--- config.mk ---
export PLATFORM = sky130hd
export DESIGN_NAME = instr_fetch_unit
export DESIGN_NICKNAME = d
export VERILOG_FILES = /design/src/rtl/cpu_pkg.sv /design/src/rtl/fetch_buffer.sv /design/src/rtl/instr_fetch_unit.sv
export SDC_FILE = /design/constraint.sdc
export NUM_CORES = 1
export LEC_CHECK = 0
export BUFFER_PORTS_ARGS = -buffer_cell sky130_fd_sc_hd__buf_2
export CAP_MARGIN = 20
export CORE_MARGIN = 8
export CORE_UTILIZATION = 57
export DETAILED_ROUTE_END_ITERATION = 6
export PLACE_DENSITY = 0.9
export SETUP_SLACK_MARGIN = 0.3
export SKIP_LAST_GASP = 1
export SLEW_MARGIN = 20
export SYNTH_ARGS = -nofsm -noshare
export SYNTH_HDL_FRONTEND = slang
export SYNTH_SLANG_ARGS = --single-unit
--- constraint.sdc ---
create_clock -name clk -period 5.05 [get_ports clk]
set_clock_uncertainty 0.2 [all_clocks]
set_input_delay 0.505 -clock clk [delete_from_list [all_inputs] [get_ports clk]]
set_output_delay 0.505 -clock clk [all_outputs]
set_load 0.05 [all_outputs]
--- src/rtl/cpu_pkg.sv ---
// cpu_pkg: shared fetch/decode widths, reset PC, opcode field and the fetch_entry_t {pc, instr} record
package cpu_pkg;
  localparam int ADDR_W = 10;
  localparam int INSTR_W = 18;
  localparam logic [ADDR_W-1:0] RESET_PC = '0;
  localparam int OP_HI = 17;
  localparam int OP_LO = 14;
  typedef struct packed {
    logic [ADDR_W-1:0]  pc;
    logic [INSTR_W-1:0] instr;
  } fetch_entry_t;
  function automatic logic [OP_HI-OP_LO:0] opcode(input logic [INSTR_W-1:0] i);
    return i[OP_HI:OP_LO];
  endfunction
endpackage

--- src/rtl/fetch_buffer.sv ---
// fetch_buffer: DEPTH-entry FIFO of fetch_entry_t (clk/reset, push+din, pop, flush in; count and zeroed-when-empty head out)
module fetch_buffer
  import cpu_pkg::*;
#(
  parameter int DEPTH = 2,
  localparam int CW = $clog2(DEPTH + 1),
  localparam int PW = $clog2(DEPTH)
) (
  input  logic          clk,
  input  logic          reset,
  input  logic          push,
  input  logic          pop,
  input  logic          flush,
  input  fetch_entry_t  din,
  output logic [CW-1:0] count,
  output fetch_entry_t  head
);
  fetch_entry_t mem_q [DEPTH];
  fetch_entry_t mem_d [DEPTH];
  logic [PW-1:0] rd_ptr_q, rd_ptr_d, wr_ptr_q, wr_ptr_d;
  logic [CW-1:0] count_q, count_d;
  always_comb begin
    mem_d = mem_q;
    if (push) mem_d[wr_ptr_q] = din;
    rd_ptr_d = flush ? '0 : rd_ptr_q + PW'(pop);
    wr_ptr_d = flush ? '0 : wr_ptr_q + PW'(push);
    count_d = flush ? '0 : count_q + CW'(push) - CW'(pop);
  end
  always_ff @(posedge clk) begin
    if (reset) begin
      rd_ptr_q <= '0;
      wr_ptr_q <= '0;
      count_q <= '0;
    end else begin
      rd_ptr_q <= rd_ptr_d;
      wr_ptr_q <= wr_ptr_d;
      count_q <= count_d;
    end
    mem_q <= mem_d;
  end
  assign count = count_q;
  assign head = (count_q != '0) ? mem_q[rd_ptr_q] : '0;
endmodule

--- src/rtl/instr_fetch_unit.sv ---
// instr_fetch_unit: PC + 1-cycle imem issue (imem_req/addr/rdata), redirect/halt control, buffered {pc,instr} to decode via valid/ready
module instr_fetch_unit
  import cpu_pkg::*;
#(
  parameter int DEPTH = 2,
  parameter logic [ADDR_W-1:0] RESET_PC = cpu_pkg::RESET_PC
) (
  input  logic               clk,
  input  logic               reset,
  output logic               imem_req,
  output logic [ADDR_W-1:0]  imem_addr,
  input  logic [INSTR_W-1:0] imem_rdata,
  input  logic               redirect_valid,
  input  logic [ADDR_W-1:0]  redirect_pc,
  input  logic               halt,
  output logic               instr_valid,
  input  logic               instr_ready,
  output logic [INSTR_W-1:0] instr_data,
  output logic [ADDR_W-1:0]  instr_pc
);
  localparam int CW = $clog2(DEPTH + 1);
  logic [ADDR_W-1:0] pc_q, pc_d, tag_q, tag_d;
  logic inflight_q, inflight_d, pop;
  logic [CW-1:0] count;
  logic [CW:0] occ;
  fetch_entry_t din, head;
  assign pop = instr_valid && instr_ready;
  always_comb begin
    occ = {1'b0, count} + (CW+1)'(inflight_q) - (CW+1)'(pop);
    imem_req = !reset && !redirect_valid && !halt && (occ < (CW+1)'(DEPTH));
    pc_d = redirect_valid ? redirect_pc : imem_req ? pc_q + ADDR_W'(1) : pc_q;
    inflight_d = imem_req;
    tag_d = pc_q;
  end
  always_ff @(posedge clk) begin
    if (reset) begin
      pc_q <= RESET_PC;
      inflight_q <= 1'b0;
      tag_q <= '0;
    end else begin
      pc_q <= pc_d;
      inflight_q <= inflight_d;
      tag_q <= tag_d;
    end
  end
  assign din = '{pc: tag_q, instr: imem_rdata};
  fetch_buffer #(.DEPTH(DEPTH)) u_buf (
    .clk(clk),
    .reset(reset),
    .push(inflight_q),
    .pop(pop),
    .flush(redirect_valid),
    .din(din),
    .count(count),
    .head(head)
  );
  assign imem_addr = pc_q;
  assign instr_valid = count != '0;
  assign instr_data = head.instr;
  assign instr_pc = head.pc;
endmodule
# After elaboration in Yosys (flattened, before gate mapping)
# Index checks and enable logic that the tools add are counted.
# totals
regBits,81
latch_bits,0
ram_bits,0
rom_bits,0
inputBits,33
output_inout_bits,40
word_cells,43
mem_count,0
# op_classes
add_sub_neg,7
mul,0
n_div,0
magnitude_cmp,4
n_eq_ne,0
n_shift,0
muxes,9
bitwise,2
n_reduce_logical,11
# ops
op,count
2-to-1 mux 28 bit,5
bitwise mux 56 bit,1
demux 28 bit (select 1 bit),1
2-to-1 mux 10 bit,2
"adder 10 x 1 -> 10 bit, second input constant",1
logical AND 1 bit,5
">= comparator 2 bit, second input constant",2
inverter 1 -> 2 bit,2
nonzero test 2 bit,2
adder 2 x 1 -> 3 bit,1
zero test 1 bit,3
"less-than comparator 3 x 2 -> 1 bit, second input constant",1
subtractor 3 x 1 -> 3 bit,1
adder 1 bit,2
adder 2 x 1 -> 2 bit,1
"less-than comparator 2 x 1 -> 1 bit, second input constant",1
OR reduction 2 bit,1
subtractor 2 x 1 -> 2 bit,1

# Longest topological paths before layout
# Gate-level depths: netlist of run 1.
# logic_depth
depth_word,7
mapped_depth,12

# By module
# Synthesis of run 1 repeated with hierarchy kept, for this count alone.
# hier_totals
cells_unflattened,237
area_unflattened_um2,3244.4
# by_module_without_submodules
module,instances,cells_per_inst,area_each_um2
fetch_buffer,1,135,2313.5
instr_fetch_unit,1,102,930.9

# Worst setup path after synthesis of run 1
# No wires, ideal clock.
# synth_path
path_type,input -> register
start,in instr_ready
end,"reg pc_q[7], in the netlist imem_addr[7]"
t_arrival_ns,2.826
required_time_ns,4.730
path_slack_ns,1.904
cell_stages,11
path_buffers,1
cell_sequence,nor2b_1 -> ha_1 -> inv_1 -> ha_1 -> fa_1 -> nor4_4 -> nand2_2 -> buf_6 -> clkinv_1 -> a21o_1 -> a211o_1
# synth_via
elab_chain_len,5
# synth_lines
element,line,text
"start, declared",instr_fetch_unit.sv:17,"input logic instr_ready,"
logical AND 1 bit,instr_fetch_unit.sv:27,assign pop = instr_valid && instr_ready;
subtractor 3 x 1 -> 3 bit,instr_fetch_unit.sv:29,"occ = {1'b0, count} + (CW+1)'(inflight_q) - (CW+1)'(pop);"
net occ[1],instr_fetch_unit.sv:25,logic [CW:0] occ;
less-than comparator 3 x 2 -> 1 bit,instr_fetch_unit.sv:30,imem_req = !reset && !redirect_valid && !halt && (occ < (CW+1)'(DEPTH));
logical AND 1 bit,instr_fetch_unit.sv:30,
net imem_req,instr_fetch_unit.sv:10,"output logic imem_req,"
nonzero test 2 bit (no source line),n/a,
"end signal, assigned",instr_fetch_unit.sv:41,pc_q <= pc_d;
"end, declared",instr_fetch_unit.sv:22,"logic [ADDR_W-1:0] pc_q, pc_d, tag_q, tag_d;"
# The timed path passes the listed nets, and every way through them passes these cells.
# A chain may end at the register's enable or synchronous reset.

# Worst setup path after layout of run 1
# layout_path
start,"reg u_buf.count_q[1], in the netlist u_buf.count[1]"
end,out imem_req
# layout_via
elab_chain_len,5
word_cells_on_any_way,6
cone_classes,2 x add/sub; 1 x order compare; 3 x reduce/logical
# layout_lines
element,line,text
"start, declared",fetch_buffer.sv:21,"logic [CW-1:0] count_q, count_d;"
"start signal, assigned",fetch_buffer.sv:37,count_q <= count_d;
branches (longest 2 deep; another with adder 2 x 1 -> 3 bit),n/a,
subtractor 3 x 1 -> 3 bit (*),instr_fetch_unit.sv:29,
net occ[1],instr_fetch_unit.sv:25,
less-than comparator 3 x 2 -> 1 bit (*),instr_fetch_unit.sv:30,
logical AND 1 bit (*),instr_fetch_unit.sv:30,
"end, declared",instr_fetch_unit.sv:10,
# Mark *: on every way through the listed nets, which the timed path passes.

==> flow_metrics.py, run 1 <==
metrics = {
    "outcome": {
        "status": "completed",
    },
    "worst_setup_path": {
        "worst_path_most_repeated_cell": "ha_1",
        "cp-start-kind": "register",
        "cp_top_family": "adder cells",
        "ff2ff_path_depth": 11,
        "worstPathArrival_ns": 3.22,
        "crit_chain": "nor2_2 -> buf_4 -> nor2b_1 -> ha_1 -> inv_1 -> ha_1 -> fa_1 -> nor4_4 -> nand2_2 -> clkinv_1 -> buf_2",
        "cp_data_required_time_ns": 4.35,
        "path_class": "register to primary output",
        "crit_fanout": 30,
        "critPathCaptureType": "primary output",
        "reg2reg_to": "imem_addr[8]$_SDFFE_PP0P_",
        "reg2reg_slack_ns": 1.64,
        "cpMaxStageDelayCell": "fa_1",
        "r2r-start": "u_buf.count[1]$_SDFF_PP0_",
        "slowest_delay_ns": 0.50,
        "worst-path-buf-inv": 4,
    },
    "floorplan": {
        "io_pins": 73,
        "row_count": 27,
        "start_util": 0.5846,
        "coreArea_mm2": 0.005473,
        "chipHeight_um": 90.92,
        "fp.dieArea_mm2": 0.008266,
        "die_w_um": 90.92,
    },
    "sta": {
        "fin_crit_sh": 0.7773,
        "maxSlewViolCount": 0,
        "max_freq_ghz": 0.2547,
        "tns_ns": 0,
        "layout_min_cycle_time_ns": 3.925,
        "worst_pin_slew_ns": 0.8977,
        "whs_ns": 0.1503,
        "setup_viol": 0,
        "finalHoldViolations": 0,
        "rsz0062_at_grt": "no",
        "relSlewSlack": 0.4015,
    },
    "route": {
        "routed_wl_um": 6368,
        "antenna_left": 0,
        "vias_per_cell": 5.297,
        "first_iter_violations": 144,
        "firstDrtPassIters": 5,
        "drc": 0,
        "wl_per_cell_um": 16.45,
        "via_count": 2050,
    },
    "clocking": {
        "cts_htree_levels": 3,
        "post_cts_resized": 0,
        "cts_root_buf": "clkbuf_8",
        "clock-sinks": 81,
        "worstSkewPairLatency_ns": 0.33,
        "post-cts-setup-buffer-count": 0,
        "hold_buffers": 0,
        "cts.path.max_buffers": 2,
        "cts_made_buffers": 9,
        "clkTransAtPathRegs_ns": 0.08,
        "tritoncts": "done",
    },
    "run": {
        "max_cap_viol_count": 0,
    },
    "logic_synthesis": {
        "async_flop_share": 0,
        "yosysUniqueCellTypes": 39,
        "yosys_register_bits": 81,
        "netlist_area_mm2": 0.003199,
        "yosys.area.top_type": "edfxtp_1",
        "synth_fp_nets": 274,
        "synth.area.top_cells": "edfxtp_1, dfxtp_1, mux2i_1",
        "synth_warnings": 0,
        "seq_area_frac_synth": 0.6820,
        "syn_inst": 235,
        "synth_flop_cell": "edfxtp_1",
        "synth_edf_count": 56,
        "postSynthAreaPerCell_um2": 13.61,
        "synth.top_cell.area_share": 0.5256,
    },
    "hold_path": {
        "whs_path_depth": 1,
        "holdPathEnd": "u_buf.mem_q[33]$_DFFE_PP_",
        "min_from": "imem_rdata[5]",
        "hold_class": "input port to register",
    },
    "layout": {
        "fin_nets": 349,
        "most-common-layout-cells": "buf_2, edfxtp_1, nor2_1",
        "final_common_cell": "buf_2",
        "area_growth_syn_to_layout_pct": 18.97,
        "antenna_cells": 0,
        "drive_above_1_share": 0.3048,
    },
    "global_routing": {
        "gr-total-overflow": 0,
        "grt_start_max_net_pins": 31,
        "gr-usage-all-layers": 0.1548,
        "antenna_found_initial": 0,
        "grt_first_pass_wirelength_um": 10160,
        "grt_pass1_vias": 2131,
    },
    "power_and_ir_drop": {
        "p_leak_nw": 1.492,
        "ir_drop_mv": 0.2608,
        "p_per_area_mw_per_mm2": 341.8,
        "power_w": 0.001301,
    },
    "placement": {
        "hpwl_um": 4422,
        "io_buffers": 72,
        "globalplace.congestion": 0.8798,
    },
}
-- per-layer routing --
| metal | share of wire | global-route usage |
|---|---|---|
| met1 | 0.38 | 0.1598 |
| met2 | 0.56 | 0.2842 |
| met3 | 0.048 | 0.04738 |
| met4 | 0.013 | 0.06139 |
| met5 | 0 | 0 |
-- report_power, final --
group / switching [W] / total [W] / internal (W)
Sequential: 0.0000141 / 0.000741 / 0.000727
Clock: 0.000214 / 0.000443 / 0.000228
Combinational: 0.0000827 / 0.000117 / 0.0000348
-- cells by family (layout without fill, tap and decap cells) --
logic type | after synthesis | count (layout) | share of synthesized area
DFF | 81 | 81 | 0.6820
and+or+nand+nor | 74 | 74 | 0.1154
muxes | 31 | 31 | 0.09777
buffers and inverters | 22 | 102 | 0.03089
AOI/OAI and AO/OA | 19 | 19 | 0.04263
adders and majority gates | 6 | 6 | 0.02581
xor gates and xnor gates | 2 | 2 | 0.005476
-- final cells by class --
class                   count  area [µm²]
fillers                   377        1667
repair buffers             75       382.9
inverters                  11       41.29
flip-flops and latches     81        2183
multi-input cells         132       920.9
clock inverters             5       56.30
clock buffers              11       131.4
well taps                  72       90.09
-- worst max-delay path by stage --
| stage | startpoint | endpoint | slack, ns | depth (start not counted) |
|---|---|---|---|---|
| 2_1_floorplan | instr_ready | imem_addr[7]$_SDFFE_PP0P_ | 1.90 | 11 |
| 5_1_grt | u_buf.count[1]$_SDFF_PP0_ | imem_req | 0.93 | 11 |
| 4_1_cts | u_buf.count[1]$_SDFF_PP0_ | imem_req | 1.12 | 11 |
| 3_3_place_gp | u_buf.count[1]$_SDFF_PP0_ | imem_req | 1.64 | 11 |
| 6_report | u_buf.count[1]$_SDFF_PP0_ | imem_req | 1.12 | 11 |
| 3_5_place_dp | u_buf.count[1]$_SDFF_PP0_ | imem_req | 1.52 | 11 |
-- synthesized netlist by cell type (all sizes together), types with 2 or more instances --
cell type / n
nor3b: 2
o2bb2ai: 2
nand3: 3
or4: 2
mux2: 2
nor3: 2
a31oi: 4
nand2: 12
edfxtp: 56
buf: 3
nor4: 2
nor2b: 9
nand4: 3
clkbuf: 8
dfxtp: 25
nor2: 34
a21oi: 4
o311ai: 2
ha: 5
inv: 10
a21o: 2
mux2i: 29
-- flip-flops by register name (all words and copies together), names as in the netlist --
signal          count
tag_q              10
u_buf.rd_ptr_q      1
u_buf.wr_ptr_q      1
u_buf.mem_q        56
inflight_q          1
imem_addr          10
u_buf.count         2
-- worst reg2reg max path: stages, from the launching register on --
cell	delay [ns]
dfxtp_1	0.35
nor2_2	0.11
buf_4	0.31
nor2b_1	0.14
ha_1	0.29
inv_1	0.05
ha_1	0.20
fa_1	0.50
nor4_4	0.25
nand2_2	0.21
or4_1	0.55
a31oi_1	0.17
-- per-stage QoR --
stage               instance area, µm²    util  instances  worst slack, ns
floorplan                         3199       -        235            1.904
global placement                  3618  0.6612        371            1.637
detailed placement                3618  0.6612        371            1.525
CTS                               3806  0.6955        387            1.118
global route                      3806  0.6955        387           0.9269
finish                            3806  0.6955        387            1.125
(Power assumes the default switching activity.)
==> inputs of run 2 (changes only) <==
Settings changed: CORE_UTILIZATION 57 to 53, PLACE_DENSITY 0.9 to 0.85.
Clock period 5.05 ns to 3.72 ns, I/O delays scaled along.
==> run 2 against run 1 <==
Setup slack worse by 0.72 ns. Routed wire length is 1.9% higher. Utilization fell by 2.4 points. Critical path depth is 1 lower. Cell count up 3.9%. Flip-flop and latch count unchanged. Critical path type unchanged. Critical endpoint unchanged.
==> flow_metrics.py, run 2 (synthesized netlist as in run 1, its figures left out) <==
metrics = {
    "sta": {
        "tns_ns": 0,
        "layout_min_cycle_time_ns": 3.315,
        "whs_ns": 0.01865,
        "setup_viol": 0,
        "max_freq_ghz": 0.3017,
        "relSlewSlack": 0.3989,
        "rsz0062_at_grt": "no",
        "maxSlewViolCount": 0,
        "finalHoldViolations": 0,
        "fin_crit_sh": 0.8910,
        "worst_pin_slew_ns": 0.9017,
    },
    "layout": {
        "most-common-layout-cells": "buf_2, edfxtp_1, nor2_1",
        "largest_reg_flops": 56,
        "final_common_cell": "buf_2",
        "final_util": 0.6718,
        "fin_nets": 361,
        "largest-register": "u_buf.mem_q",
        "drive_above_1_share": 0.3242,
        "area_growth_syn_to_layout_pct": 23.58,
        "fin_cells": 402,
        "antenna_cells": 0,
        "fillers": 444,
    },
    "global_routing": {
        "gr-total-overflow": 0,
        "grt_start_max_net_pins": 30,
        "gr-usage-all-layers": 0.1463,
        "grt_first_pass_wirelength_um": 9811,
        "grt_pass1_vias": 2074,
        "antenna_found_initial": 0,
    },
    "route": {
        "antenna_left": 0,
        "firstDrtPassIters": 4,
        "routed_wl_um": 6492,
        "drc": 0,
        "first_iter_violations": 127,
        "wl_per_cell_um": 16.15,
        "via_count": 2097,
        "vias_per_cell": 5.216,
    },
    "hold_path": {
        "hold_class": "input port to register",
        "min_from": "imem_rdata[14]",
    },
    "worst_setup_path": {
        "worstPathArrival_ns": 2.74,
        "path_class": "register to primary output",
        "crit_end": "imem_req",
        "cp_data_required_time_ns": 3.15,
        "crit_chain": "nor2_2 -> nor2b_2 -> ha_1 -> inv_1 -> ha_1 -> fa_1 -> nor4_4 -> nand2_2 -> clkinvlp_4 -> buf_4",
        "worst_path_most_repeated_cell": "ha_1",
        "r2r-start": "u_buf.count[1]$_SDFF_PP0_",
        "worst-path-buf-inv": 3,
        "reg2reg_slack_ns": 0.52,
        "ff2ff_path_depth": 11,
        "critPathCaptureType": "primary output",
        "startpoint": "u_buf.count[1]$_SDFF_PP0_",
        "cpMaxStageDelayCell": "fa_1",
        "slowest_delay_ns": 0.49,
        "cp-start-kind": "register",
        "crit_cells": 10,
        "reg2reg_to": "imem_addr[8]$_SDFFE_PP0P_",
        "cp_top_family": "adder cells",
        "crit_fanout": 6,
    },
    "placement": {
        "hpwl_um": 4414,
        "io_buffers": 72,
        "globalplace.congestion": 0.9317,
        "placed_cells": 374,
    },
    "floorplan": {
        "die_w_um": 93.70,
        "chipHeight_um": 93.70,
        "fp.dieArea_mm2": 0.008779,
        "start_util": 0.5436,
        "coreArea_mm2": 0.005886,
        "io_pins": 73,
        "row_count": 28,
    },
    "clocking": {
        "clkTransAtPathRegs_ns": 0.08,
        "cts_htree_levels": 3,
        "worstSkewPairLatency_ns": 0.34,
        "cts_root_buf": "clkbuf_8",
        "cts.path.max_buffers": 2,
        "clock-sinks": 81,
        "tritoncts": "done",
        "cts_made_buffers": 9,
    },
    "power_and_ir_drop": {
        "ir_drop_mv": 0.2344,
        "p_per_area_mw_per_mm2": 471.8,
        "p_leak_nw": 1.566,
    },
    "outcome": {
        "status": "completed",
    },
    "run": {
        "max_cap_viol_count": 0,
    },
}
## run 2: worst min path at each step
| stage | to | slack [ns] | cells after the start |
|---|---|---|---|
| floorplan | u_buf.mem_q[18]$_DFFE_PP_ | 0.20 | 0 |
| global placement | u_buf.mem_q[22]$_DFFE_PP_ | 0.21 | 0 |
| detailed placement | u_buf.mem_q[52]$_DFFE_PP_ | 0.21 | 0 |
| CTS | u_buf.mem_q[3]$_DFFE_PP_ | 0.001 | 1 |
| global route | u_buf.mem_q[6]$_DFFE_PP_ | 0.002 | 1 |
| finish | u_buf.mem_q[42]$_DFFE_PP_ | 0.02 | 1 |
## run 2: cell type report
cell class / instances / area [µm²] / share of cell area
Multi-Input combinational cell: 132 / 923.4 / 0.2335
Tap cell: 75 / 93.84 / 0.02373
Clock buffer: 11 / 141.4 / 0.03576
Inverter: 11 / 45.04 / 0.01139
Clock inverter: 5 / 78.83 / 0.01994
Timing Repair Buffer: 87 / 488.0 / 0.1234
Sequential cell: 81 / 2183 / 0.5522
## run 2: report_power, final
part	total [W]	leakage [nW]	switching [W]	internal (W)
Sequential	0.00100	0.732	0.0000172	0.000986
Combinational	0.000172	0.721	0.000116	0.0000560
Clock	0.000690	0.113	0.000295	0.000395
## run 2: worst register-to-register path, stage by stage (launching register included)
cell and delay (ns):
dfxtp_1 0.34, nor2_2 0.15, nor2b_2 0.07, ha_1 0.28, inv_1 0.04, ha_1 0.19
fa_1 0.49, nor4_4 0.31, nand2_2 0.18, buf_4 0.18, or4_1 0.50, a31oi_1 0.20
## run 2: metrics by stage
stage | setup slack [ns] | area (µm²) | power [W]
floorplan | 0.6719 | 3199 | 0.001132
global placement | 0.6959 | 3622 | 0.001180
detailed placement | 0.6226 | 3622 | 0.001185
CTS | 0.3470 | 3875 | 0.001869
global route | 0.3140 | 3954 | 0.001932
finish | 0.4054 | 3954 | 0.001865
## run 2: repair_timing
action | in CTS | in global routing
pin swaps | 0 | 1
hold endpoints to repair | 6 | 3
hold buffers | 3 | 2
setup buffers | 0 | 7
setup endpoints to repair | 1 | 1
resized for setup | 1 | 2
## run 2: layer usage
| layer | vias to the layer above | wire length, µm | GRT usage |
|---|---|---|---|
| met5 | - | 0 | 0 |
| met4 | 0 | 168 | 0.08190 |
| met3 | 17 | 411 | 0.04237 |
| met2 | 64 | 3439 | 0.2544 |
| met1 | 988 | 2472 | 0.1554 |
| li1 | 1028 | - | - |
==> inputs of run 3 (changes only) <==
Settings changed: CORE_MARGIN 8 to not set, CORE_UTILIZATION 53 to 48, PLACE_DENSITY 0.85 to 0.81.
Clock period 3.72 ns to 2.93 ns, I/O delays scaled along.
==> run 3 against run 2 <==
Register-to-register slack got worse by 0.49 ns. Via count rose by 2.2%. Routed wire length fell by 6.7%. Global-route usage rose by 3.5 points. Count of clock-buffer cells in the layout rose by 1. Utilization fell by 1.4 points. Cell count rose by 5.7%. Critical endpoint unchanged. Combinational power rose by 45%. Clock power fell by 0.7%. The run now ends with setup timing left.
==> flow_metrics.py, run 3 (synthesized netlist as in run 1, its figures left out) <==
metrics = {
    "outcome": {
        "status": "complete, but fails checks",
        "violations": "setup timing",
    },
    "clocking": {
        "cts_made_buffers": 9,
        "clkTransAtPathRegs_ns": 0.07,
        "clock-sinks": 81,
        "cts.path.max_buffers": 2,
        "worstSkewPairLatency_ns": 0.33,
        "tritoncts": "done",
        "cts_htree_levels": 3,
        "cts_root_buf": "clkbuf_8",
    },
    "global_routing": {
        "grt_pass1_vias": 2106,
        "grt_start_max_net_pins": 30,
        "gr-usage-all-layers": 0.1813,
        "gr-total-overflow": 0,
        "antenna_found_initial": 0,
        "grt_first_pass_wirelength_um": 9722,
    },
    "route": {
        "vias_per_cell": 5.042,
        "routed.top_layer": "met4",
        "routed_wl_um": 6056,
        "wl_per_cell_um": 14.25,
        "wl_met3_um": 222,
        "met2_length_um": 3128,
        "firstDrtPassIters": 4,
        "via_count": 2143,
        "met1Wirelength_um": 2545,
        "drc": 0,
        "antenna_left": 0,
        "first_iter_violations": 64,
    },
    "worst_setup_path": {
        "cp_top_family": "adder cells",
        "cpMaxStageDelayCell": "fa_2",
        "crit_fanout": 2,
        "cp-start-kind": "register",
        "cp_data_required_time_ns": 2.44,
        "worstPathArrival_ns": 2.45,
        "crit_chain": "nor2_4 -> nor2b_4 -> ha_4 -> inv_4 -> ha_4 -> fa_2 -> nor4_4 -> nand2_4 -> clkinv_4 -> buf_8",
        "ff2ff_path_depth": 11,
        "worst-path-buf-inv": 3,
        "path_class": "register to primary output",
        "slowest_delay_ns": 0.47,
        "worst_path_most_repeated_cell": "ha_4",
        "critPathCaptureType": "primary output",
        "reg2reg_to": "imem_addr[8]$_SDFFE_PP0P_",
        "r2r-start": "u_buf.count[0]$_SDFF_PP0_",
        "reg2reg_slack_ns": 0.03,
        "crit_cells": 10,
    },
    "sta": {
        "relSlewSlack": 0.6542,
        "worst_pin_slew_ns": 0.5187,
        "max_freq_ghz": 0.3398,
        "whs_ns": 0.01366,
        "layout_min_cycle_time_ns": 2.943,
        "rsz0062_at_grt": "yes",
        "setup_ws_ns": -0.01327,
        "fin_crit_sh": 1.005,
        "maxSlewViolCount": 0,
        "finalHoldViolations": 0,
        "setup_viol": 1,
    },
    "placement": {
        "dp_slack_ns": 0.003310,
        "globalplace.congestion": 0.8643,
        "hpwl_um": 3904,
        "io_buffers": 72,
    },
    "floorplan": {
        "fp.dieArea_mm2": 0.006996,
        "die_w_um": 83.64,
        "io_pins": 73,
        "row_count": 29,
        "start_util": 0.5010,
        "chipHeight_um": 83.64,
        "coreArea_mm2": 0.006386,
    },
    "layout": {
        "fillers": 506,
        "most-common-layout-cells": "buf_2, edfxtp_1, nor2_1",
        "fin_nets": 382,
        "largest_reg_flops": 56,
        "largest-register": "u_buf.mem_q",
        "multiInputGateArea_um2": 987.2,
        "area_growth_syn_to_layout_pct": 31.29,
        "final_common_cell": "buf_2",
        "drive_above_1_share": 0.3420,
        "antenna_cells": 0,
        "seqCellArea_mm2": 0.002188,
    },
    "power_and_ir_drop": {
        "cell_internal_pwr_w": 0.001672,
        "p_leak_nw": 1.648,
        "seqPwrFrac": 0.577,
        "ir_drop_mv": 0.2685,
        "p_per_area_mw_per_mm2": 525.5,
        "pwr-share-clk": 0.310,
        "power_switching_w": 0.0005353,
        "power_frac_comb": 0.113,
        "swShare": 0.2425,
    },
    "hold_path": {
        "holdPathEnd": "imem_addr[2]$_SDFFE_PP0P_",
        "whs_path_depth": 3,
        "min_from": "redirect_pc[2]",
        "hold_class": "input port to register",
    },
    "run": {
        "max_cap_viol_count": 0,
    },
}
run 3: cell count changes in the layout (fill, tap and decap cells not counted), moves of 2 or more:
| cell | delta |
|---|---|
| o311ai_0 | -2 |
| dfxtp_1 | -2 |
| a21oi_2 | +2 |
| ha_1 | -2 |
| a21oi_1 | -3 |
| ha_4 | +2 |
| bufinv_16 | -2 |
| buf_6 | +2 |
| dlygate4sd3_1 | +16 |
| o311ai_1 | +2 |
run 3: per-stage QoR:
step	TNS (ns)	area, µm²	total power, W	util	instances
6_report	-0.01327	4200	0.002207	0.6577	425
4_1_cts	-0.006590	4151	0.002216	0.6501	424
3_3_place_gp	0	3707	0.001504	0.5805	383
5_1_grt	-0.2428	4200	0.002291	0.6577	425
3_5_place_dp	0	3707	0.001511	0.5805	383
2_1_floorplan	0	3219	0.001439	-	235
run 3: layout make-up:
type                    instances  area share
clock buffers                  12     0.03455
clock inverters                 4    0.005064
inverters                      11     0.01162
multi-input cells             132      0.2350
flip-flops and latches         81      0.5210
well taps                      77     0.02294
repair buffers                108      0.1698
run 3: worst register-to-register path, cell delays in order (launching register included):
cell and delay [ns]:
dfxtp_2 0.34, nor2_4 0.13, nor2b_4 0.06, ha_4 0.27, inv_4 0.04, ha_4 0.15
fa_2 0.47, nor4_4 0.36, nand2_4 0.11, buf_4 0.19, or4_1 0.40, a31oi_1 0.13
run 3: layer usage:
metal	global-route usage	up-vias
met5	0	-
met4	0.1017	0
met3	0.03363	15
met2	0.3126	62
met1	0.2128	1004
li1	-	1062
run 3: timing repair:
| item | in CTS | in global routing |
|---|---|---|
| pin swaps | 8 | 6 |
| buffers inserted | 4 | 1 |
| hold buffers | 21 | 0 |
| gates resized for setup | 10 | 9 |
| hold endpoints to repair | 39 | 0 |
| setup endpoints to repair | 11 | 11 |
run 3: power by group through the flow:
stage	Combinational, W	Clock (W)	Sequential (W)
after global routing	0.000266	0.000748	0.00128
final	0.000249	0.000685	0.00127
after detailed placement	0.000211	0	0.00130
after floorplan	0.000117	0	0.00132
after CTS	0.000242	0.000701	0.00127
after global placement	0.000206	0	0.00130
run 3: worst max path at each step:
stage                                   start                   endpoint
finish              u_buf.count[0]$_SDFF_PP0_                   imem_req
global route        u_buf.count[0]$_SDFF_PP0_                   imem_req
CTS                 u_buf.count[1]$_SDFF_PP0_                   imem_req
detailed placement                instr_ready  imem_addr[8]$_SDFFE_PP0P_
global placement                  instr_ready  imem_addr[6]$_SDFFE_PP0P_
floorplan           u_buf.count[0]$_SDFF_PP0_  imem_addr[8]$_SDFFE_PP0P_
